`src/rtl/piso_stream.sv`:
```
// Parallel-in serial-out shifter with valid/ready on both sides, per-word
// LSB/MSB-first order, first/last framing and zero-bubble back-to-back words.
module piso_stream #(
  parameter  int WIDTH = 8,
  localparam int CNT_W = $clog2(WIDTH)
) (
  input  logic             clk,
  input  logic             rst,
  input  logic             in_valid,
  output logic             in_ready,
  input  logic [WIDTH-1:0] in_data,
  input  logic             in_msb,
  output logic             s_valid,
  input  logic             s_ready,
  output logic             s_data,
  output logic             s_first,
  output logic             s_last,
  output logic             busy
);

  typedef enum logic {IDLE, SHIFT} state_t;

  localparam logic [CNT_W-1:0] LAST_CNT = CNT_W'(WIDTH - 1);

  state_t           state, state_next;
  logic [WIDTH-1:0] sreg, sreg_next;
  logic [CNT_W-1:0] bit_cnt, cnt_next;
  logic             dir, dir_next;
  logic             beat, at_last, load;

  always_ff @(posedge clk or negedge rst) begin
    if (!rst) begin
      state   <= IDLE;
      sreg    <= '0;
      bit_cnt <= '0;
      dir     <= 1'b0;
    end else begin
      state   <= state_next;
      sreg    <= sreg_next;
      bit_cnt <= cnt_next;
      dir     <= dir_next;
    end
  end

  // in_ready depends combinationally on s_ready so a new word can replace the
  // old one on its last beat without a bubble.
  always_comb begin
    s_valid    = (state == SHIFT);
    busy       = s_valid;
    at_last    = (bit_cnt == LAST_CNT);
    s_data     = dir ? sreg[WIDTH-1] : sreg[0];
    s_first    = s_valid & (bit_cnt == '0);
    s_last     = s_valid & at_last;
    beat       = s_valid & s_ready;
    in_ready   = (state == IDLE) | (beat & at_last);
    load       = in_valid & in_ready;

    state_next = state;
    sreg_next  = sreg;
    cnt_next   = bit_cnt;
    dir_next   = dir;

    if (load) begin
      state_next = SHIFT;
      sreg_next  = in_data;
      dir_next   = in_msb;
      cnt_next   = '0;
    end else if (beat) begin
      sreg_next = dir ? {sreg[WIDTH-2:0], 1'b0} : {1'b0, sreg[WIDTH-1:1]};
      if (at_last) begin
        state_next = IDLE;
        cnt_next   = '0;
      end else begin
        cnt_next = bit_cnt + 1'b1;
      end
    end
  end

endmodule
```
`config.mk`:
```
export PLATFORM = sky130hd
export DESIGN_NAME = piso_stream
export DESIGN_NICKNAME = d
export VERILOG_FILES = /design/src/rtl/piso_stream.sv
export SDC_FILE = /design/constraint.sdc
export NUM_CORES = 1
export LEC_CHECK = 0
export ABC_AREA = 1
export CORE_UTILIZATION = 48
export DETAILED_ROUTE_END_ITERATION = 7
export GPL_TIMING_DRIVEN = 1
export PLACE_DENSITY = 0.79
export SLEW_MARGIN = 30
export SYNTH_ARGS = -nofsm -noshare
export SYNTH_HDL_FRONTEND = slang
export SYNTH_SLANG_ARGS = --single-unit
```
`constraint.sdc`:
```
create_clock -name clk -period 1.7 [get_ports clk]
set_input_delay 0.34 -clock clk [delete_from_list [all_inputs] [get_ports clk]]
set_output_delay 0.34 -clock clk [all_outputs]
set_load 0.02 [all_outputs]
```
==> impl_summary.log <==
INFO  metric outcome = completed
INFO  metric synth_largest_type_area_fraction = 0.4012
INFO  metric synth_edf_count = 0
INFO  metric clock_latency = 0.27 ns
INFO  metric yosys.area.top_type = sky130_fd_sc_hd__dfrtp_1
INFO  metric finalHoldViolations = 0
INFO  metric critical_path.slowest_cell = sky130_fd_sc_hd__dfrtp_1
INFO  metric combinational_family_with_the_most_area_after_synthesis = simple AND/OR/NAND/NOR gates
INFO  metric core-area = 1541 sq um
INFO  metric simple_gate_fraction_of_synth_area = 0.4012
INFO  metric worst-path-max-fanout = 3
INFO  metric crit_buf_inv = 1
INFO  metric critPathKind = flip-flop to output port
INFO  metric clock_tree.buffer_depth = 2
INFO  metric ant_nets = 0
INFO  metric area_growth = 29.01%
INFO  metric synth_mux_area_frac = 0
INFO  metric die_height = 43.10 microns
INFO  metric net_count_final = 149
INFO  metric post_synth_fa_ha_maj_area_fraction = 0.04630
INFO  metric route.vias.total = 801
INFO  metric synthTopCellsByCount = sky130_fd_sc_hd__nand2_1 (37), sky130_fd_sc_hd__nand3_1 (27), sky130_fd_sc_hd__dfrtp_1 (13)
INFO  metric io_pins = 19
INFO  metric fp-row-count = 14
INFO  metric cpPeakStageDelay = 0.39 ns
INFO  metric synthXorXnorAreaFrac = 0
INFO  metric post-place-ws = -0.2178 ns
INFO  metric placement.cell_area = 1025 sq um
INFO  metric clockRootBuffer = sky130_fd_sc_hd__clkbuf_4
INFO  metric grt_setup_unrepaired = no
INFO  metric total_global_route_track_usage = 0.2086
INFO  metric wire_per_inst = 11.84 microns
INFO  metric total_power = 0.001657 W
INFO  metric clkTransAtPathRegs = 0.08 ns
INFO  metric design_area = 1046 sq um
INFO  metric tritoncts = yes
INFO  metric clock-skew-final = 0.001467 ns
INFO  metric post-synth-top-count-cell = sky130_fd_sc_hd__nand2_1
INFO  metric compound_cell_area_share_of_the_yosys_netlist = 0.03395
INFO  metric cp_data_arrival_time = 1.29 ns
INFO  metric max_freq = 613.5 MHz
INFO  metric ys_seq_elements = 13
INFO  metric endpoint_kind = output port
INFO  metric drt_pre_antenna_iters = 5
INFO  metric cp_cell_sequence = ha_2 -> ha_2 -> nand2_2 -> nand2_2 -> buf_6
INFO  metric diodes = 0
INFO  metric postSynth.asyncResetShare = 1.000
INFO  metric initialDrtViolationCount = 26
INFO  metric chipWidth = 43.10 microns
INFO  metric p_per_area = 1584 nW/um^2
INFO  metric first_pass_grt_wire_length = 2946 microns
INFO  metric synthFlopType = sky130_fd_sc_hd__dfrtp_1
INFO  metric htree_levels = 1
INFO  metric grt_antenna_before_repair = 0
INFO  metric grt_overflow_total = 0
INFO  metric worst_relative_slew_slack = 0.8586
INFO  metric cts_sinks = 13
INFO  metric ir_drop = 0.8660 mV
INFO  metric layout-drive-gt1-share = 0.1894
INFO  metric place.port_buffers = 18
INFO  metric synth_top_cells_by_area = sky130_fd_sc_hd__dfrtp_1 (40%), sky130_fd_sc_hd__nand2_1 (17%), sky130_fd_sc_hd__nand3_1 (17%)
INFO  metric fin_ws = 0.07005 ns
INFO  metric drv_slew = 0
INFO  metric post_synth_inst_count = 109
INFO  metric die_area = 1858 sq um
INFO  metric effective_utilization_at_floorplan = 0.5260
INFO  metric routed_via_density = 5.412
INFO  metric hold_path_class = input pin to async pin
INFO  metric drc_errors = 0
INFO  metric ys.warnings.count = 0
INFO  metric total_leakage_power = 0.5462 nW
INFO  metric holdBufCountCts = 0
INFO  metric yosysUniqueCellTypes = 17
INFO  metric final_core_utilization = 0.6786
INFO  metric setup_viol = 0
INFO  metric grt_start_max_net_pins = 22
INFO  metric globalplace.congestion = 0.8449
INFO  metric setup.worst_path.start_class = flip-flop
INFO  metric wirelength = 1752 microns
INFO  metric finalCriticalPeriod = 1.630 ns
INFO  metric path_delay_family = flip-flops
INFO  metric synth_nets = 125
INFO  metric tritoncts.num_buffers = 3
INFO  metric pin_slew_with_the_least_headroom_to_its_limit = 0.2130 ns
INFO  metric grt_pass1_vias = 689
INFO  metric period_share = 0.9588
INFO  metric max-cap-violations = 0
INFO  metric worst-endpoint-required = 1.36 ns
INFO  metric synthesized_area = 810.8 sq um
INFO  metric syn_area_per_cell = 7.438 sq um
INFO  metric place_hpwl = 1310 microns
INFO  metric share_of_synthesized_area_occupied_by_flip_flops_and_latches = 0.4012
==> metrics by stage <==
stage / std cells / setup TNS (ns) / hold WS, ns
floorplan: 109 / 0 / 0.04441
global placement: 144 / -0.2394 / 0.5198
detailed placement: 144 / -0.2537 / 0.5307
CTS: 148 / -0.01409 / 0.3813
global route: 148 / 0 / 0.3861
finish: 148 / 0 / 0.3744
==> sequential cells by signal, indices dropped and copies added, names as in the netlist <==
register	count
busy	1
sreg	8
bit_cnt	3
dir	1
==> routing by layer <==
layer,global-route usage,part of all wire
met5,0,0
met4,0.07273,0.012
met3,0.03830,0.061
met2,0.3343,0.49
met1,0.2803,0.44
==> kinds of logic after synthesis <==
group                      after synthesis
AOI/OAI and AO/OA                        4
adders and majority gates                3
and+or+nand+nor                         73
DFF                                     13
buffers and inverters                   16
==> path summary, 6_finish.rpt <==
check                             end  startpoint  depth (start not counted)  slack (ns)
max                          in_ready  bit_cnt[0]                          5        0.07
min                           sreg[5]         rst                          2        0.37
max reg2reg                bit_cnt[0]  bit_cnt[0]                          9        0.10
min reg2reg                   sreg[7]     sreg[7]                          2        0.55
max in group asynchronous  bit_cnt[0]         rst                          2        1.17
min in group clk              sreg[7]     sreg[7]                          2        0.55
==> cell type report <==
type | instances | area [sq um]
fillers | 140 | 495.5
multi-input cells | 80 | 397.9
inverters | 9 | 36.28
well taps | 16 | 20.02
flip-flops and latches | 13 | 325.3
clock buffers | 4 | 26.28
repair buffers | 26 | 240.2
==> timing repair <==
item,in CTS,in global routing
buffers inserted,0,0
setup endpoints to repair,6,8
pin swaps,0,0
cloned,0,0
gates resized for setup,12,7
==> report_power, final <==
group          internal, W  switching (W)
registers         0.000448       0.000127
clock network    0.0000909       0.000101
logic             0.000384       0.000508
total             0.000922       0.000735
==> placed cells by master, fill, tap and decap left out, types with 2 or more instances in the layout <==
cell type                         instances
sky130_fd_sc_hd__nand2_1                 36
sky130_fd_sc_hd__nand3_1                 27
sky130_fd_sc_hd__dfrtp_1                 13
sky130_fd_sc_hd__clkdlybuf4s50_1         12
sky130_fd_sc_hd__inv_1                    7
sky130_fd_sc_hd__buf_4                    7
sky130_fd_sc_hd__nand2_2                  4
sky130_fd_sc_hd__nor2_1                   3
sky130_fd_sc_hd__clkbuf_4                 3
sky130_fd_sc_hd__dlygate4sd2_1            3
sky130_fd_sc_hd__o21ai_1                  2
sky130_fd_sc_hd__nand3b_1                 2
sky130_fd_sc_hd__ha_2                     2
Power figures use the tool's default switching activity.
